--- config.mk ---
export PLATFORM = sky130hd
export DESIGN_NAME = seg_scan_mux
export DESIGN_NICKNAME = d
export VERILOG_FILES = /design/src/rtl/seg_pkg.sv /design/src/rtl/seg_scan_mux_rom.sv /design/src/rtl/seg_scan_mux.sv
export SDC_FILE = /design/constraint.sdc
export NUM_CORES = 1
export LEC_CHECK = 0
export ABC_CLOCK_PERIOD_IN_PS = 3100
export BUFFER_PORTS_ARGS = -buffer_cell sky130_fd_sc_hd__buf_2
export CAP_MARGIN = 0
export CORE_UTILIZATION = 40
export CTS_BUF_LIST = sky130_fd_sc_hd__clkbuf_2
export DETAILED_ROUTE_END_ITERATION = 6
export PLACE_DENSITY = 0.6
export SYNTH_ARGS = -nofsm -noshare
export SYNTH_HDL_FRONTEND = slang
export SYNTH_SLANG_ARGS = --single-unit
--- constraint.sdc ---
create_clock -name clk -period 3.1 [get_ports clk]
set_input_delay 0.62 -clock clk [delete_from_list [all_inputs] [get_ports clk]]
set_output_delay 0.62 -clock clk [all_outputs]
set_load 0.01 [all_outputs]
--- src/rtl/seg_pkg.sv ---
// Shared constants and types for the multiplexed seven-segment display driver.
package seg_pkg;

    localparam logic [6:0] SEG_OFF = 7'h7F;

    // Active-low a..g patterns (a at bit 6) for nibble values 0..F
    localparam logic [6:0] SEG_TABLE [16] = '{
        7'b0000001, 7'b1001111, 7'b0010010, 7'b0000110,
        7'b1001100, 7'b0100100, 7'b0100000, 7'b0001111,
        7'b0000000, 7'b0000100, 7'b0001000, 7'b1100000,
        7'b0110001, 7'b1000010, 7'b0110000, 7'b0111000
    };

    typedef logic [0:0] state_t;
    localparam state_t ST_IDLE = 1'b0;
    localparam state_t ST_SCAN = 1'b1;

endpackage

--- src/rtl/seg_scan_mux_rom.sv ---
// Combinational nibble to active-low seven-segment pattern lookup.
module hex_seg_rom
    import seg_pkg::*;
(
    input  logic [3:0] nib_i,
    output logic [6:0] seg_c
);

    assign seg_c = SEG_TABLE[nib_i];

endmodule

--- src/rtl/seg_scan_mux.sv ---
// Time-multiplexed N-digit common-anode display driver with per-frame snapshot,
// blanking, leading-zero suppression and anti-ghosting guard cycles.
module seg_scan_mux
    import seg_pkg::*;
#(
    parameter int unsigned N_DIGITS = 4,
    parameter int unsigned DIV      = 50000,
    parameter int unsigned GUARD    = 2
) (
    input  logic                  clk,
    input  logic                  rst_n,
    input  logic                  en,
    input  logic [4*N_DIGITS-1:0] hex_in,
    input  logic [N_DIGITS-1:0]   dp_in,
    input  logic [N_DIGITS-1:0]   blank_in,
    input  logic                  lz_en,
    output logic [N_DIGITS-1:0]   an,
    output logic [7:0]            sseg,
    output logic                  frame_tick
);

    localparam int unsigned HEX_W = 4 * N_DIGITS;
    localparam int unsigned IDX_W = (N_DIGITS > 1) ? $clog2(N_DIGITS) : 1;
    localparam int unsigned CNT_W = (DIV > 1) ? $clog2(DIV) : 1;

    state_t              state_q, state_d;
    logic [CNT_W-1:0]    cnt_q, cnt_d;
    logic [IDX_W-1:0]    idx_q, idx_d;
    logic [HEX_W-1:0]    hex_q;
    logic [N_DIGITS-1:0] dp_q, blank_q;
    logic                lz_q;
    logic                load;
    logic [N_DIGITS-1:0] an_d;
    logic [7:0]          sseg_d;
    logic                tick_d;

    logic [3:0] nib_sel;
    logic       dp_sel, blank_sel, lz_hit, active, guard_done;
    logic [6:0] seg_c;

    hex_seg_rom u_rom (
        .nib_i (nib_sel),
        .seg_c (seg_c)
    );

    // Digit selection and zero-suppression for the digit currently scanned
    always_comb begin
        nib_sel   = 4'h0;
        dp_sel    = 1'b0;
        blank_sel = 1'b0;
        lz_hit    = lz_q && (idx_q != '0);
        for (int unsigned j = 0; j < N_DIGITS; j++) begin
            if (idx_q == IDX_W'(j)) begin
                nib_sel   = hex_q[4*j +: 4];
                dp_sel    = dp_q[j];
                blank_sel = blank_q[j];
            end
            if ((IDX_W'(j) >= idx_q) && (hex_q[4*j +: 4] != 4'h0)) begin
                lz_hit = 1'b0;
            end
        end
    end

    // Next-state and registered-output logic
    always_comb begin
        state_d    = state_q;
        cnt_d      = cnt_q;
        idx_d      = idx_q;
        load       = 1'b0;
        tick_d     = 1'b0;
        an_d       = '1;
        sseg_d     = 8'hFF;
        active     = (state_q == ST_SCAN) && en;
        guard_done = ((CNT_W+1)'(cnt_q) + (CNT_W+1)'(1)) > (CNT_W+1)'(GUARD);

        case (state_q)
            ST_IDLE: begin
                if (en) begin
                    state_d = ST_SCAN;
                    cnt_d   = '0;
                    idx_d   = '0;
                    load    = 1'b1;
                end
            end
            default: begin
                if (!en) begin
                    state_d = ST_IDLE;
                    cnt_d   = '0;
                    idx_d   = '0;
                end else if (cnt_q == CNT_W'(DIV - 1)) begin
                    cnt_d = '0;
                    if (idx_q == IDX_W'(N_DIGITS - 1)) begin
                        idx_d  = '0;
                        load   = 1'b1;
                        tick_d = 1'b1;
                    end else begin
                        idx_d = idx_q + IDX_W'(1);
                    end
                end else begin
                    cnt_d = cnt_q + CNT_W'(1);
                end
            end
        endcase

        if (active) begin
            for (int unsigned j = 0; j < N_DIGITS; j++) begin
                if (guard_done && (idx_q == IDX_W'(j))) begin
                    an_d[j] = 1'b0;
                end
            end
            if (blank_sel) begin
                sseg_d = 8'hFF;
            end else if (lz_hit) begin
                sseg_d = {~dp_sel, SEG_OFF};
            end else begin
                sseg_d = {~dp_sel, seg_c};
            end
        end
    end

    always_ff @(posedge clk or negedge rst_n) begin
        if (!rst_n) begin
            state_q    <= ST_IDLE;
            cnt_q      <= '0;
            idx_q      <= '0;
            hex_q      <= '0;
            dp_q       <= '0;
            blank_q    <= '0;
            lz_q       <= 1'b0;
            an         <= '1;
            sseg       <= 8'hFF;
            frame_tick <= 1'b0;
        end else begin
            state_q    <= state_d;
            cnt_q      <= cnt_d;
            idx_q      <= idx_d;
            an         <= an_d;
            sseg       <= sseg_d;
            frame_tick <= tick_d;
            if (load) begin
                hex_q   <= hex_in;
                dp_q    <= dp_in;
                blank_q <= blank_in;
                lz_q    <= lz_en;
            end
        end
    end

endmodule
Word-level counts from Yosys, hierarchy flattened:

Memory sizes are Yosys's and may differ from the RTL's.
Index checks and enable logic that the tools add are counted.

* register bits after elaboration: 57
* memory bits (read-only): 112
* input bits: 28
* output and inout bits: 13
* memories kept: 1

* $add $sub $neg: 3
* $lt $le $gt $ge: 6
* eq/ne operators: 5
* multiplexer cells: 41
* bitwise gates (word level): 2
* reduce and logical (&&, ||, !) cells: 18

Memories
* (name not given): words 16, bits a word 7, rd ports 1, clocked after Yosys merged registers in 0, wr ports 0, line seg_scan_mux_rom.sv:9 `assign seg_c = SEG_TABLE[nib_i];`

Operators with widths (number)
* two-way mux 16 bit: 4
* two-way mux 1 bit: 22
* two-way mux 7 bit: 3
* two-way mux 4 bit: 5
* adder 16 x 1 -> 17 bit, second input constant: 1
* greater-than comparator 17 x 2 -> 1 bit, second input constant: 1
* adder 16 x 1 -> 16 bit, second input constant: 1
* == test 16 bit, second input constant: 1
* two-way mux 8 bit: 2
* nonzero test 4 bit: 4
* logical AND 1 bit: 10
* two-way mux 2 bit: 5
* >= comparator 5 bit, second input constant: 1
* NOT 4 -> 5 bit: 1
* == test 2 bit, second input constant: 2
* >= comparator 1 x 2 -> 1 bit, first input constant: 2
* >= comparator 2 bit, first input constant: 2
* nonzero test 2 bit: 2
* != test 3 x 2 -> 1 bit, second input constant: 1
* adder 2 x 1 -> 2 bit, second input constant: 1
* == test 2 x 1 -> 1 bit, second input constant: 1
* zero test 2 bit: 1
* AND reduction 2 bit: 1
* NOT 1 bit: 1

Longest topological paths before layout:

Gate-level depths: netlist of the first run.

* depth in word-level cells: 12
* gate-level depth with buffers: 10
* mapped depth without buffers: 10

By module:

Synthesis of the first run repeated with hierarchy kept, for this count alone.

* cell total of the unflattened synthesis: 309
* area, all modules: 3335.7 µm²

Modules (own cells, without submodules)
* seg_scan_mux: instances 1, cells an instance 278, area each 3081.7 µm²
* hex_seg_rom: instances 1, cells an instance 31, area each 254.0 µm²

Least setup slack after synthesis of the first run:

No wires, ideal clock.

* path kind: flip-flop to flip-flop
* start point: register idx_q[0]
* end point: register sseg[3]
* library setup time: 0.093 ns
* arrival time: 2.356 ns
* data required time: 3.007 ns
* setup slack: 0.651 ns
* stages on the path, launching flop included: 10
* buffers on the path: 0
* clock period less this slack: 2.449 ns
* cells stage by stage: dfrtp_1 inv_1 ha_1 nor2b_1 a221o_1 a22oi_1 inv_1 ha_1 a2111oi_0 o21ai_0

* word-level cells in the longest chain between the ends: 12

RTL lines
* from (decl): line seg_scan_mux.sv:28 `logic [IDX_W-1:0] idx_q, idx_d;`
* from (signal assigned): line seg_scan_mux.sv:136 `idx_q <= idx_d;`
* zero test 2 bit: line seg_scan_mux.sv:53 `if (idx_q == IDX_W'(j)) begin`
* two-way mux 4 bit (4 in series): line seg_scan_mux.sv:53
* NOT 4 -> 5 bit (implied by the code): line seg_scan_mux_rom.sv:9
* memory (16 x 7 bit)
* two-way mux 7 bit (implied by the code) (2 in series): line seg_scan_mux_rom.sv:9
* two-way mux 7 bit: line seg_scan_mux.sv:113 `end else if (lz_hit) begin`
* two-way mux 8 bit (*): line seg_scan_mux.sv:111 `if (blank_sel) begin`
* two-way mux 8 bit (*): line seg_scan_mux.sv:105 `if (active) begin`
* named net sseg_d[3]: line seg_scan_mux.sv:34 `logic [7:0] sseg_d;`
* to (signal assigned): line seg_scan_mux.sv:138 `sseg <= sseg_d;`
* to (decl): line seg_scan_mux.sv:18 `output logic [7:0] sseg,`

Mark *: on every way through the listed nets, which the timed path passes. The rest lies on a longest branch. The select of a mux whose other input is x is not followed.
A chain may end at the register's enable or synchronous reset.

Final worst setup path of the first run:

* start point: register idx_q[1]
* end point: register sseg[3]

Same word-level chain as after synthesis.

==> metrics.txt, run 1 <==
status completed; Slew @ Worst Pin between 600 and 700 ps; CTS Hold Bufs 0; largest net degree at the start of global routing 30; Chip Height roughly 94 um; initial antenna violation count 0; FF-to-FF setup slack ~350 ps; Yosys reg bits 57; crit-path max cell delay 430 ps; drt wl/cell between 15 and 20 um; Yosys cell types 60; max-slew violations 0; clock latency on the worst-skew pair 490 ps; met3 Use GR 3.07%; Area Growth Syn to Fin 12.3%; Mapped Area between 0.003 and 0.004 mm^2; Tcrit/Tclk final 88.7%; grt ovf 0; Clock Sinks between 50 and 60; vias around 2600; minimum clock period about 2800 ps; cts bufs inserted 9; total wire length between 7000 and 8000 um; Crit. End Element flip-flop; number of max-cap violations 0; Root Driver clkbuf_2; # setup viols final 0; Nets between 300 and 400; post-DP HPWL about 5200 um; Post-synth ARST share 100%; first-pass GRT wire length between 10000 and 15000 um; placed cell areas 0.00364 mm^2; Worst EP arrival ~3200 ps; relative slew slack a little under three fifths; Final Skew about 30 ps; Initial DRC Count 157; Max FO, Critical Path 11; Syn Inst Count 320; Slowest-stage cell, CP dfrtp_1; Core Footprint about 0.0082 mm^2; Initial Utilization approximately 40%; post-CTS setup buffers 0; Hold Fails Final Rpt 0; setup TNS 0 ps; Routed Antenna Nets 0; synth warn 0; layout cells sized above 1 31.7%; nature of the critical path startpoint flip-flop; vias in the first global route approximately 2400; Die Wd between 90 and 100 um; Pwr Total 1.69 mW; CTS tree done; Top delay family on crit path compound AO/OA/AOI/OAI gates; syn nets 361; Cell Rows 33; Buffers on Ports 40; gr busiest metal met1; CTS max path bufs 2; PnR worst setup slack 349 ps; vias per cell around 5.6; PostCTS Resize Cnt 0; RSZ-0062 raised after global routing no; WS Path Type reg2reg; # fillers around 800; Most used DFF post-synth dfrtp_1; Clock transition at path regs between 150 and 200 ps; global-route usage over all layers 18.2%; WP buf/inv 2; H-tree levels 3; Hold WC Path Type in2async; GRT met2 Usage about 25%; n_diodes 0; grt met1 use between 20 and 30%; Power Density ~450 mW/mm^2; crit-path cells inv_1, ha_1, nor2b_1, a221o_1, a22o_1, inv_1, ha_1, a21oi_1, a2111oi_0, o21ai_0; Post-Layout Inst Area 0.00378 mm^2; f_max between 0.3 and 0.4 GHz; Avg Cell Area, Syn around 11 um^2; Ports between 40 and 50; Routability Congestion about 0.83; leakage ~1.7 nW; DR pass1 iterations 4; critical path required time ~3500 ps; full die area just under 0.009 mm^2; EDFF count, synth 0; Max IR drop VDD 0.228 mV; Seq/Total Area, Yosys around 43%; drc violations 0; Setup WS pre-CTS ~430 ps
cell type report:
class | instances | area [um^2] | area share [%]
multi-input combinational | 226 | 1750 | 46.2
sequential | 57 | 1440 | 38.1
timing repair buffer | 48 | 260 | 6.88
tap | 105 | 131 | 3.47
clock inverter | 7 | 95.1 | 2.51
inverter | 16 | 60.1 | 1.59
clock buffer | 9 | 45.0 | 1.19
cell usage in the layout (no fill, tap or decap), types with 3 or more instances in the layout:
cell,count
o221ai_1,5
a211oi_1,3
nor2b_1,4
o22ai_1,3
nand3b_1,3
buf_4,8
nor4_1,8
nand3_1,9
o211ai_1,7
clkbuf_2,9
ha_1,13
a211o_1,5
nor2_1,11
mux2i_1,6
mux2_4,20
a21oi_1,12
nor3_1,10
nand2_1,24
inv_1,16
a221o_1,3
mux2_2,5
buf_2,40
and2_1,3
dfrtp_1,45
o21ai_0,27
dfstp_2,12
o31ai_1,4
nand4_1,3
or3_1,4
worst reg2reg max path, cell delays in order, from the launching register on:
cell and delay, ps:
dfrtp_1 430, inv_1 100, ha_1 330, nor2b_1 360
a221o_1 220, a22o_1 250, inv_1 120, ha_1 320
a21oi_1 50, a2111oi_0 360, o21ai_0 160
synthesized netlist by cell type, drive strengths merged, types with 2 or more instances:
cell    instances  area, um^2
a211o           5        43.8
a211oi          4        35.0
a21oi          13        76.3
a221o           3        30.0
a221oi          2        17.5
and2            3        18.8
and3            3        20.0
buf            14        91.3
clkbuf          7        26.3
dfrtp          45        1130
dfstp          12         315
ha             13         163
inv            16        60.1
mux2           25         357
mux2i           6        60.1
nand2          24        90.1
nand3           9        45.0
nand3b          3        22.5
nand4           5        52.6
nor2           12        47.6
nor2b           4        25.0
nor3           10        50.1
nor4            9        71.3
o211ai          8        65.1
o21ai          27         135
o221ai          5        43.8
o22ai           3        18.8
o31ai           4        30.0
o41ai           2        17.5
or3             4        25.0
or4             2        18.8
xnor2           2        17.5
per-layer routing:
metal	part of all wire, %	wire length (um)	vias up
met1	50	3710	1241
met5	0	0	-
met4	1.6	116	0
met2	43	3160	88
met3	5.0	367	15
li1	-	-	1267
cell families after synthesis:
| kind of cell | synth area share [%] |
|---|---|
| simple gates | 16.5 |
| compound gates | 17.7 |
| flops | 42.8 |
| buf+inv | 5.28 |
| mux | 12.4 |
| fa+ha+maj | 4.83 |
| xor+xnor | 0.520 |
power by group:
group          switching (mW)  leakage [nW]  internal, mW
clock network           0.295        0.0819         0.267
registers              0.0488         0.696         0.809
logic                   0.132         0.893         0.143
total                   0.475          1.67          1.22
sequential cells by signal, summed over array words and instances, names as in the netlist:
name / flops
cnt_q: 16
hex_q: 16
sseg: 8
an: 4
blank_q: 4
dp_q: 4
idx_q: 2
frame_tick: 1
lz_q: 1
state_q: 1
path summary, 6_finish.rpt:
path,end,depth (start not counted),start
worst max-delay path,sseg[3],10,idx_q[1]
worst min-delay path,lz_q,1,rst_n
worst max register to register,sseg[3],10,idx_q[1]
worst min register to register,dp_q[2],1,dp_q[2]
max in group asynchronous,an[1],2,rst_n
min in group clk,state_q,1,en
stage by stage:
step,hold slack (ps),utilization (%),cells
2_1_floorplan,324,-,320
3_3_place_gp,498,44.5,452
3_5_place_dp,503,44.5,452
4_1_cts,88.9,46.3,468
5_1_grt,127,46.3,468
6_report,129,46.3,468
Note: power is estimated with default switching activity, not from simulation.
==> run 2, diff against run 1 <==
--- a/config.mk
+++ b/config.mk
@@ -11,7 +11,8 @@
 export CORE_UTILIZATION = 40
 export CTS_BUF_LIST = sky130_fd_sc_hd__clkbuf_2
 export DETAILED_ROUTE_END_ITERATION = 6
-export PLACE_DENSITY = 0.6
+export PLACE_DENSITY_LB_ADDON = 0.1
 export SYNTH_ARGS = -nofsm -noshare
 export SYNTH_HDL_FRONTEND = slang
+export SYNTH_HIERARCHICAL = 1
 export SYNTH_SLANG_ARGS = --single-unit
==> metrics.txt, run 2 <==
status completed; f_max roughly 0.37 GHz; Post-synth ARST share 100%; Yosys cell types slightly below 60; initial antenna violation count 0; CTS max path bufs 2; Seq/Total Area, Yosys ~43%; total wire length approximately 7200 um; Power Internal roughly 1.2 mW; Ports a little over 40; Net Sw Frac a little under a third; Clock Power Share around 30%; worst hold margin ~160 ps; dpl cells 440; global-route usage over all layers around 18%; most numerous cell in the Yosys netlist dfrtp_1; Clock transition at path regs about 190 ps; clock latency on the worst-skew pair 490 ps; drc violations 0; Slew @ Worst Pin 743 ps; Syn Inst Count about 310; full die area 0.00871 mm^2; commonest non-fill, non-tap cells in the layout dfrtp_1 (45), buf_2 (40), nand2_1 (23), o21ai_0 (23), mux2_4 (20); most common cell after layout, fill and taps aside dfrtp_1; syn nets 351; Largest regs cnt_q x16, hex_q x16, sseg x8; leakage between 1.5 and 2 nW; Initial DRC Count ~110; Power Density 444 mW/mm^2; Cell Rows 32; nature of the critical path startpoint flip-flop; post-CTS setup buffers 0; post-DP HPWL ~5000 um; Die Wd just over 90 um; Clock Sinks 57; # setup viols final 0; Initial Utilization a little over two fifths; Hold WC Path Type in2async; drt wl/cell roughly 16 um; Reg power frac roughly half; Logic pwr share between 10% and 20%; largest net degree at the start of global routing 31; Core Footprint ~0.008 mm^2; number of max-cap violations 0; layout cells sized above 1 around 32%; Avg Cell Area, Syn 10.8 um^2; # fillers around 740; grt ovf 0; vias per cell roughly 5.4; DR pass1 iterations 4; Final Skew roughly 22 ps; Buffers on Ports 40; top post-synthesis cells by area dfrtp_1 (34%), dfstp_2 (9.5%), mux2_4 (9.0%); post-synth top area cell dfrtp_1; CTS tree done; Nets just under 400; Non-Filler Instances between 400 and 500; Chip Height just over 90 um; WS Path Type reg2reg; Root Driver clkbuf_2; EDFF count, synth 0; Tcrit/Tclk final between 80% and 90%; Most used DFF post-synth dfrtp_1; first-pass GRT wire length roughly 12000 um; minimum clock period around 2700 ps; Area Growth Syn to Fin 11.4%; Max IR drop VDD roughly 0.25 mV; top cells by count, synth dfrtp_1 (45), nand2_1 (23), o21ai_0 (23), mux2_4 (20); critical path required time 3550 ps; H-tree levels 3; setup TNS 0 ps; switching power total approximately 0.49 mW; Max FO, Critical Path 6; placed cell areas 0.00360 mm^2; max-slew violations 0; n_diodes 0; relative slew slack about half; Mapped Area around 0.0033 mm^2; vias in the first global route 2453; Hold Fails Final Rpt 0; cts bufs inserted 9; synth warn 6; Post-Layout Inst Area between 0.003 and 0.004 mm^2; Yosys reg bits 57; Worst EP arrival around 3200 ps; Routed Antenna Nets 0; RSZ-0062 raised after global routing no; Crit. End Element flip-flop; vias between 2000 and 2500; Routability Congestion approximately 0.79; Synth top area share roughly a third
==> run 2: changes by cell type after synthesis, moves of 3 or more <==
cell,delta
nor2_1,+3
nor3_1,-7
a22oi_1,+3
a211o_1,-4
a31oi_1,+3
a221o_1,-3
a22o_1,+3
o21ai_0,-4
mux2i_1,+3
o221ai_1,-5
inv_1,-7
nand2b_1,+10
==> run 2: layout make-up <==
type                       count  area [um^2]  share of cell area [%]
clock buffer                   9         45.0                    1.21
clock inverter                 7         71.3                    1.92
inverter                      10         37.5                    1.01
multi-input combinational    223         1720                    46.3
sequential                    57         1440                    38.8
tap                          102          128                    3.44
timing repair buffer          48          273                    7.34
==> run 2: layer usage <==
metal,share of wire (%),vias to the layer above,global-route usage [%]
li1,-,1212,-
met1,51,1193,24.8
met2,44,44,27.3
met3,3.8,8,5.77
met4,1.3,0,6.28
met5,0,-,0
==> run 2: power by group through the flow <==
| stage | Sequential [mW] | Clock (mW) | Combinational [mW] |
|---|---|---|---|
| floorplan | 0.857 | 0 | 0.209 |
| finish | 0.856 | 0.497 | 0.296 |
| global placement | 0.872 | 0 | 0.294 |
| global route | 0.865 | 0.546 | 0.330 |
| detailed placement | 0.870 | 0 | 0.299 |
| CTS | 0.857 | 0.514 | 0.300 |
==> run 2: cells by family after synthesis <==
family,Yosys count,synth area share (%)
XOR/XNOR,3,0.788
adder cells (fa/ha/maj),14,5.25
flip-flops,57,43.2
multiplexers,35,14.1
buffers and inverters,29,5.33
AND/OR/NAND/NOR,103,17.9
AO/OA/AOI/OAI,68,13.4
==> run 2: path summary, 6_finish.rpt <==
| kind | slack, ps | endpoint | cells past startpoint | start |
|---|---|---|---|---|
| setup / recovery | 390 | sseg[3] | 12 | idx_q[0] |
| hold / removal | 160 | cnt_q[10] | 1 | rst_n |
| setup reg to reg | 390 | sseg[3] | 12 | idx_q[0] |
| hold reg to reg | 540 | dp_q[1] | 1 | dp_q[1] |
| max in group asynchronous | 2250 | sseg[2] | 2 | rst_n |
| min in group clk | 290 | state_q | 1 | en |
==> run 2: timing repair <==
| action | CTS | global route |
|---|---|---|
| endpoints found under the setup margin | 0 | 1 |
| hold buffers | 0 | 0 |
| resized for setup | 0 | 1 |
==> run 2: worst max-delay path: stages, from the launching register on <==
cell and delay (ps):
dfrtp_1 480, inv_1 100, ha_1 210, nor2b_2 290, a22oi_1 120, nor2_1 100
a21oi_1 50, o21ai_0 240, inv_1 150, ha_1 320, inv_1 40, mux4_2 430
nand2b_1 150
==> run 2: stage by stage <==
| stage | total power [mW] | utilization, % | setup WS, ps |
|---|---|---|---|
| after global routing | 1.74 | 47.1 | 75.4 |
| final | 1.65 | 47.1 | 386 |
| after floorplan | 1.07 | - | 211 |
| after detailed placement | 1.17 | 45.6 | 278 |
| after global placement | 1.17 | 45.6 | 383 |
| after CTS | 1.67 | 47.1 | 261 |
